## config.mk

```make
export PLATFORM = sky130hd
export DESIGN_NAME = waveform_sweep_ctrl
export DESIGN_NICKNAME = d
export VERILOG_FILES = /design/src/rtl/waveform_pkg.sv /design/src/rtl/dwell_timer.sv /design/src/rtl/waveform_sweep_ctrl.sv
export SDC_FILE = /design/constraint.sdc
export NUM_CORES = 1
export LEC_CHECK = 0
export CAP_MARGIN = 20
export CELL_PAD_IN_SITES_DETAIL_PLACEMENT = 1
export CELL_PAD_IN_SITES_GLOBAL_PLACEMENT = 1
export CORE_MARGIN = 10
export CORE_UTILIZATION = 25
export DETAILED_ROUTE_END_ITERATION = 6
export PLACE_DENSITY_LB_ADDON = 0.1
export SKIP_CTS_REPAIR_TIMING = 1
export SLEW_MARGIN = 20
export SYNTH_ARGS = -nofsm -noshare
export SYNTH_HDL_FRONTEND = slang
export SYNTH_SLANG_ARGS = --single-unit
```

## constraint.sdc

```tcl
create_clock -name clk -period 7.6 [get_ports clk]
set_input_delay 1.52 -clock clk [delete_from_list [all_inputs] [get_ports clk]]
set_output_delay 1.52 -clock clk [all_outputs]
set_load 0.01 [all_outputs]
```

## src/rtl/waveform_pkg.sv

```systemverilog
// Shared types for the waveform sweep controller.
//   sweep_mode_e  : sweep behaviour once the stop endpoint is reached
//   sweep_state_e : controller FSM states
//   decode_mode() : maps the raw 2-bit mode field, reserved code -> SINGLE
package waveform_pkg;

  typedef enum logic [1:0] {
    SINGLE   = 2'd0,
    REPEAT   = 2'd1,
    PINGPONG = 2'd2
  } sweep_mode_e;

  typedef enum logic [1:0] {
    IDLE  = 2'd0,
    DWELL = 2'd1,
    STEP  = 2'd2,
    DONE  = 2'd3
  } sweep_state_e;

  function automatic sweep_mode_e decode_mode(input logic [1:0] m);
    case (m)
      2'd1:    return REPEAT;
      2'd2:    return PINGPONG;
      default: return SINGLE;
    endcase
  endfunction

endpackage

```

## src/rtl/dwell_timer.sv

```systemverilog
// Loadable down-counter that times how long each sweep point is held.
// Ports:
//   clk, rst_in  : clock, synchronous active-high reset
//   load_i       : load load_val_i (wins over counting)
//   en_i         : count down while nonzero
//   load_val_i   : cycles-minus-one to hold the point
//   expired_o    : count has reached zero
module dwell_timer #(
  parameter int DWELL_WIDTH = 16
) (
  input  logic                   clk,
  input  logic                   rst_in,
  input  logic                   load_i,
  input  logic                   en_i,
  input  logic [DWELL_WIDTH-1:0] load_val_i,
  output logic                   expired_o
);

  logic [DWELL_WIDTH-1:0] cnt_q;

  always_ff @(posedge clk) begin
    if (rst_in) begin
      cnt_q <= '0;
    end else if (load_i) begin
      cnt_q <= load_val_i;
    end else if (en_i && (cnt_q != '0)) begin
      cnt_q <= cnt_q - DWELL_WIDTH'(1);
    end
  end

  assign expired_o = (cnt_q == '0);

endmodule

```

## src/rtl/waveform_sweep_ctrl.sv

```systemverilog
// Frequency-sweep scheduler driving the waveform generator's freq_in/enable.
// Walks from a start word to a stop word in clamped steps, holding each
// point for max(cfg_dwell,1) cycles plus one STEP cycle.
// Ports:
//   clk, rst_in      : clock, synchronous active-high reset
//   start, abort     : launch (IDLE only) / terminate (any state)
//   cfg_start_freq   : first frequency word
//   cfg_stop_freq    : last frequency word (direction from start/stop order)
//   cfg_step         : unsigned step magnitude
//   cfg_dwell        : cycles per point, 0 treated as 1
//   cfg_mode         : 0 single, 1 repeat, 2 ping-pong, 3 as single
//   freq_out         : frequency word to the generator
//   enable_out       : generator enable
//   busy             : sweep in progress
//   done             : one-cycle pulse on normal completion
module waveform_sweep_ctrl
  import waveform_pkg::*;
#(
  parameter int WIDTH       = 16,
  parameter int DWELL_WIDTH = 16
) (
  input  logic                   clk,
  input  logic                   rst_in,
  input  logic                   start,
  input  logic                   abort,
  input  logic [WIDTH-1:0]       cfg_start_freq,
  input  logic [WIDTH-1:0]       cfg_stop_freq,
  input  logic [WIDTH-1:0]       cfg_step,
  input  logic [DWELL_WIDTH-1:0] cfg_dwell,
  input  logic [1:0]             cfg_mode,
  output logic [WIDTH-1:0]       freq_out,
  output logic                   enable_out,
  output logic                   busy,
  output logic                   done
);

  sweep_state_e           state_q;
  logic [WIDTH-1:0]       freq_q;
  logic                   enable_q, busy_q, done_q;

  // Latched sweep configuration; start/stop/direction swap in ping-pong.
  logic [WIDTH-1:0]       start_q, stop_q, step_q;
  logic [DWELL_WIDTH-1:0] dwell_q;
  sweep_mode_e            mode_q;
  logic                   up_q, one_pt_q;

  logic                   accept, at_end, expired, timer_load;
  logic [DWELL_WIDTH-1:0] timer_val;
  logic [WIDTH-1:0]       next_pt_d;

  // One step from cur toward lim in WIDTH+1 bits; carry/borrow or
  // overshooting lim clamps the result to lim.
  function automatic logic [WIDTH-1:0] clamp_step(input logic [WIDTH-1:0] cur,
                                                  input logic [WIDTH-1:0] stp,
                                                  input logic [WIDTH-1:0] lim,
                                                  input logic             up);
    logic [WIDTH:0] ext;
    if (up) begin
      ext = {1'b0, cur} + {1'b0, stp};
      if (ext[WIDTH] || (ext[WIDTH-1:0] > lim)) return lim;
    end else begin
      ext = {1'b0, cur} - {1'b0, stp};
      if (ext[WIDTH] || (ext[WIDTH-1:0] < lim)) return lim;
    end
    return ext[WIDTH-1:0];
  endfunction

  function automatic logic [DWELL_WIDTH-1:0] dwell_reload(input logic [DWELL_WIDTH-1:0] d);
    return (d == '0) ? '0 : d - DWELL_WIDTH'(1);
  endfunction

  assign accept = (state_q == IDLE) && start && !abort;
  assign at_end = (freq_q == stop_q);

  // Timer is loaded as each DWELL is entered: from the raw config on start,
  // from the latched copy on every STEP.
  assign timer_load = accept || (state_q == STEP);
  assign timer_val  = accept ? dwell_reload(cfg_dwell) : dwell_reload(dwell_q);

  dwell_timer #(.DWELL_WIDTH(DWELL_WIDTH)) u_dwell_timer (
    .clk        (clk),
    .rst_in     (rst_in),
    .load_i     (timer_load),
    .en_i       (state_q == DWELL),
    .load_val_i (timer_val),
    .expired_o  (expired)
  );

  always_comb begin
    next_pt_d = clamp_step(freq_q, step_q, stop_q, up_q);
    if (one_pt_q) begin
      next_pt_d = freq_q;
    end else if (at_end) begin
      case (mode_q)
        REPEAT:   next_pt_d = start_q;
        // Step away from the endpoint toward the old start, so the
        // endpoint is not dwelt twice.
        PINGPONG: next_pt_d = clamp_step(freq_q, step_q, start_q, !up_q);
        default:  next_pt_d = freq_q;
      endcase
    end
  end

  always_ff @(posedge clk) begin
    if (accept) begin
      start_q  <= cfg_start_freq;
      stop_q   <= cfg_stop_freq;
      step_q   <= cfg_step;
      dwell_q  <= cfg_dwell;
      mode_q   <= decode_mode(cfg_mode);
      up_q     <= (cfg_stop_freq >= cfg_start_freq);
      one_pt_q <= (cfg_step == '0) || (cfg_start_freq == cfg_stop_freq);
    end else if ((state_q == STEP) && at_end && (mode_q == PINGPONG) && !one_pt_q) begin
      start_q <= stop_q;
      stop_q  <= start_q;
      up_q    <= !up_q;
    end
  end

  always_ff @(posedge clk) begin
    if (rst_in) begin
      state_q  <= IDLE;
      freq_q   <= '0;
      enable_q <= 1'b0;
      busy_q   <= 1'b0;
      done_q   <= 1'b0;
    end else begin
      done_q <= 1'b0;
      if ((state_q != IDLE) && abort) begin
        state_q  <= IDLE;
        enable_q <= 1'b0;
        busy_q   <= 1'b0;
      end else begin
        case (state_q)
          IDLE: begin
            if (accept) begin
              state_q  <= DWELL;
              freq_q   <= cfg_start_freq;
              enable_q <= 1'b1;
              busy_q   <= 1'b1;
            end
          end
          DWELL: begin
            if (expired) begin
              if ((mode_q == SINGLE) && (at_end || one_pt_q)) begin
                state_q  <= DONE;
                enable_q <= 1'b0;
                done_q   <= 1'b1;
              end else begin
                state_q <= STEP;
              end
            end
          end
          STEP: begin
            freq_q  <= next_pt_d;
            state_q <= DWELL;
          end
          default: begin
            state_q <= IDLE;
            busy_q  <= 1'b0;
          end
        endcase
      end
    end
  end

  assign freq_out   = freq_q;
  assign enable_out = enable_q;
  assign busy       = busy_q;
  assign done       = done_q;

endmodule

```

# Yosys cells after proc, flatten, opt, wreduce, memory -nomap -nowiden
# Cells that the tools add are included.
# word_totals
memories	0
out_inout_bits	19
latch_bits	0
register_bits	105
mem_bits_rw	0
rom_bits	0
# classes
n_reduce_logical	37
n_shift	0
n_addsub	5
order_cmp	5
bitwise	4
mux	46
div	0
multipliers	0
n_eq_ne	13
# ops
operator	n
2-to-1 mux 16 bit	22
zero test 16 bit	4
case mux 16 bit (2 select lines)	2
subtractor 16 x 1 -> 16 bit, second input constant	3
equality test 16 bit	2
greater-than comparator 16 bit	2
< comparator 16 bit	2
adder 16 x 16 -> 17 bit	1
subtractor 16 x 16 -> 17 bit	1
greater-or-equal comparator 16 bit	1
2-to-1 mux 1 bit	16
nonzero test 16 bit	1
nonzero test 2 bit	5
logical AND 1 bit	8
inequality test 2 bit, second input constant	4
logical OR 1 bit	7
equality test 2 x 1 -> 1 bit, second input constant	3
equality test 2 bit, second input constant	3
case mux 2 bit (3 select lines)	1
AND reduction 5 bit	1
zero test 2 bit	2
2-to-1 mux 2 bit	2
inequality test 4 x 2 -> 1 bit, second input constant	1
inverter 1 bit	4
7 further kinds	12

# Longest topological paths before layout
# logic_depth
word_depth	13
ltp_mapped	24

# Modules after synthesis
# Synthesis repeated with hierarchy kept, for this count alone.
# hier_totals
hier_cells	1162
hier_area_um2	9895.7
# modules_own_cells
module	instances	seq_area_each_um2	cells_each	area_per_inst_um2
waveform_sweep_ctrl	1	2462.4	1048	8951.1
dwell_timer	1	320.3	114	944.7

# Worst setup path after synthesis
# No wires, ideal clock.
# synth_path
path_kind	register to register
from	register freq_q[10] (netlist: freq_out[10])
to	register freq_q[7] (netlist: freq_out[7])
arrival_time_ps	4533
path_stages_with_launch	23
required_ps	7475
path_slack_ps	2942
n_path_buf	3
path_cell_list	dfxtp_1 > ha_1 > buf_2 > inv_2 > a21oi_1 > o21bai_1 > o31ai_1 > nor3_1 > nor2_1 > nor2_1 > nor2_1 > xnor2_1 > ha_1 > a21boi_0 > or4b_1 > or4_4 > a2bb2oi_4 > or2_1 > buf_6 > buf_6 > nor2_1 > a211oi_1 > o21ai_0
# synth_between
elab_chain_cells	13
elab_cells_between_ends	28
classes_between	add/sub (2); order compare (4); eq/ne (2); mux (15); reduce/logical (5)
# synth_lines
element	line	source
start: declaration	waveform_sweep_ctrl.sv:38	logic [WIDTH-1:0] freq_q;
start signal: assignment	waveform_sweep_ctrl.sv:138	freq_q <= cfg_start_freq;
start signal: assignment	waveform_sweep_ctrl.sv:155	freq_q <= next_pt_d;
adder 16 x 16 -> 17 bit / subtractor 16 x 16 -> 17 bit (equally long branches)	waveform_sweep_ctrl.sv:59, waveform_sweep_ctrl.sv:62	
greater-than comparator 16 bit / < comparator 16 bit (equally long branches)	waveform_sweep_ctrl.sv:60, waveform_sweep_ctrl.sv:63	
logical OR 1 bit (on tied branches)	waveform_sweep_ctrl.sv:60, waveform_sweep_ctrl.sv:63	
2-to-1 mux 1 bit (on tied branches)	waveform_sweep_ctrl.sv:60, waveform_sweep_ctrl.sv:63	
2-to-1 mux 1 bit	waveform_sweep_ctrl.sv:58	if (up) begin
2-to-1 mux 1 bit	waveform_sweep_ctrl.sv:94	case (mode_q)
2-to-1 mux 1 bit	waveform_sweep_ctrl.sv:93	end else if (at_end) begin
2-to-1 mux 1 bit	waveform_sweep_ctrl.sv:91	if (one_pt_q) begin
2-to-1 mux 16 bit	waveform_sweep_ctrl.sv:65	return ext[WIDTH-1:0];
case mux 16 bit (2 select lines)	waveform_sweep_ctrl.sv:94	
2-to-1 mux 16 bit	waveform_sweep_ctrl.sv:93	
2-to-1 mux 16 bit	waveform_sweep_ctrl.sv:91	
case mux 16 bit (2 select lines)	waveform_sweep_ctrl.sv:134	case (state_q)
# Several ways; a longest one is shown, not always the timed one. The select of a mux whose other input is x is not followed.
# A chain may end at the register's enable or synchronous reset.

# Final worst setup path
# layout_path
from	register freq_q[10] (netlist: freq_out[10])
to	register freq_q[6] (netlist: freq_out[6])
# The elaborated chain is that of the path after synthesis.

==> impl_metrics.tcl <==
set metrics [dict create \
    seq_area_mm2 0.002783 \
    crit_type "flop to flop" \
    pre_cts_ws_ns 1.521 \
    cts-root-buf "clkbuf_16" \
    die_area_mm2 0.04761 \
    gr-usage-all-layers_pct 16.69 \
    p_sw_mw 1.505 \
    clkTransAtPathRegs_ns 0.09 \
    synth_warnings 0 \
    syn_avg_cell_area_um2 8.309 \
    async_flop_share_pct 0 \
    maxSlewHeadroom_pct 32.49 \
    grt_start_max_net_pins 66 \
    ctsHtreeMaxLevel 3 \
    postPlaceCellArea_mm2 0.01120 \
    diodes 0 \
    die_x_um 218.2 \
    drc 0 \
    layout_commonest_cell "ha_1" \
    antenna_found_initial 0 \
    ios 89 \
    cts.path.max_buffers 2 \
    synth_top_flop_cell "edfxtp_1" \
    dp_hpwl_mm 31.97 \
    clk_latency_ns 0.39 \
    drt_iter0_drc 493 \
    drive_above_1_share_pct 4.731 \
    dr.pass1.iters 4 \
    overflow 0 \
    grt_pass1_wl_mm 60.23 \
    rsz0062_at_grt "no" \
    start_util_pct 25.35 \
    seqPwrFrac_pct 26.8 \
    routed_wl_mm 39.44 \
    setup-tns-final_ns 0 \
    final.fill_count 4631 \
    cts_sinks 105 \
    setup_violations 0 \
    switching_share_pct 48.03 \
    synthTopCellsByArea "edfxtp_1 21%, ha_1 15%, dfxtp_1 7.5%" \
    synth_cells 1182 \
    tightest_slew_ns 0.9986 \
    status "finished clean" \
    routed_via_density 5.126 \
    cap_violations 0 \
    worstPathCellList "ha_1, inv_2, a21oi_1, o21bai_1, o31ai_1, nor3_1, nor2_1, nor2_1, nor2_1, xnor2_1, ha_1, nand4_1, nor4_1, a21boi_0, or4_4, a2bb2oi_4, or2_1, o21ai_0, o22ai_1, a221o_1" \
    cp.required_ns 7.88 \
    finalPower_mw 3.133 \
    worst_path_most_repeated_cell "nor2_1" \
    core_mm2 0.03874 \
    power_leakage_nw 4.560 \
    final.setup_skew_ns 0.01032 \
    fmax_ghz 0.1619 \
    dpl.cell_count 1749 \
    cp-start-kind "flop" \
    holdWs_ns 0.5016 \
    p_int_mw 1.628 \
    numCtsBuffers 9 \
    synth_top_area_cell "edfxtp_1" \
    final_area_mm2 0.01152 \
    synth_edf_count 68 \
    arrival_ns 6.46 \
    crit_path_end_kind "flop" \
    nNetsFinal 1433 \
    fin_crit_sh_pct 81.26 \
    slowest_delay_ns 0.59 \
    hold_class "flop to flop" \
    synth_seq_cells 105 \
    numPortBuffers 88 \
    synthDistinctLibCells 82 \
    combPwrFrac_pct 56.4 \
    final_cells 1765 \
    r2r_slack_ns 1.42 \
    vdd_drop_max_v 0.0001151 \
    final_cell_mix "119 x ha_1, 107 x nand2_1, 94 x nor2_1, 93 x inv_1, 88 x clkdlybuf4s50_1" \
    die_h_um 218.2 \
    cts_tree "built" \
    synth_area_mm2 0.009821 \
    rows 72 \
    place_congestion 0.8404 \
    finalHoldViolations 0 \
    syn-num-nets 1373 \
    slew_viol_final 0 \
    ys_seq_area_share_pct 28.33 \
    final_util_pct 29.73 \
    grt_pass1_vias 9532 \
    synth_top_area_share_pct 20.79 \
    multi_input_area_mm2 0.006444 \
    areaGrowthSynthToFinish_pct 17.26 \
    antenna_left 0 \
    finalCriticalPeriod_ns 6.176 \
    wl_per_cell_um 22.35 \
    layout_setup_ws_ns 1.424 \
    cp_slowest_cell "ha_1" \
    num_vias 9048 \
    worstPathMaxFanout 24 \
    pwr-share-clk_pct 16.8 \
    powerDensity_mw_per_mm2 272.1 \
]
==> sequential cells by signal (all words and copies together), names as in the netlist <==
signal               cells
dwell_q                 16
freq_out                16
start_q                 16
step_q                  16
stop_q                  16
u_dwell_timer.cnt_q     16
mode_q                   2
state_q                  2
busy                     1
done                     1
enable_out               1
one_pt_q                 1
up_q                     1
==> logic make-up after synthesis <==
| kind of cell | after synthesis | synth area share, % |
|---|---|---|
| muxes | 15 | 1.580 |
| and+or+nand+nor | 388 | 19.38 |
| DFF | 105 | 28.33 |
| AOI/OAI and AO/OA | 325 | 21.85 |
| xor gates and xnor gates | 80 | 7.135 |
| adders and majority gates | 121 | 15.57 |
| buffers and inverters | 148 | 6.154 |
==> layer usage <==
layer	vias up	GRT usage (%)	share of wire, %
li1	4445	-	-
met1	4427	23.29	50
met2	147	26.53	45
met3	29	2.376	3.2
met4	0	3.934	1.7
met5	-	0	0
==> critical path, delay by kind of cell, from the launching register on <==
| family | cells | cell delay [ns] |
|---|---|---|
| AO/OA/AOI/OAI | 8 | 2.39 |
| adder cells (fa/ha/maj) | 2 | 0.91 |
| AND/OR/NAND/NOR | 8 | 2.07 |
| XOR/XNOR | 1 | 0.14 |
| buffers and inverters | 1 | 0.13 |
| flip-flops | 1 | 0.41 |
==> synth_stat cells, types with 35 or more instances <==
cell      number
a21oi_1       76
clkbuf_1      35
dfxtp_1       37
edfxtp_1      68
ha_1         119
inv_1         94
nand2_1      107
nor2_1        95
nor3_1        43
o21ai_0       85
xnor2_1       38
xor2_1        42
==> final cells by class <==
type / count / area share, %
clock buffers: 9 / 1.956
clock inverters: 7 / 0.7279
inverters: 98 / 3.205
multi-input cells: 929 / 55.95
flip-flops and latches: 105 / 24.16
well taps: 518 / 5.628
repair buffers: 99 / 8.366
==> path summary, 6_finish.rpt <==
| path | depth (start not counted) | startpoint | end |
|---|---|---|---|
| worst min register to register | 2 | enable_out | enable_out |
| worst max register to register | 20 | freq_out[10] | freq_out[6] |
| worst max-delay path | 20 | freq_out[10] | freq_out[6] |
| worst min-delay path | 2 | enable_out | enable_out |
==> power by group through the flow <==
stage          Sequential [mW]  Combinational (mW)  Clock [mW]
5_1_grt                  0.856                1.99       0.559
3_5_place_dp             0.850                1.76           0
3_3_place_gp             0.851                1.76           0
6_report                 0.840                1.77       0.525
2_1_floorplan            0.823                1.19           0
4_1_cts                  0.838                1.77       0.545
Power figures use the tool's default switching activity.
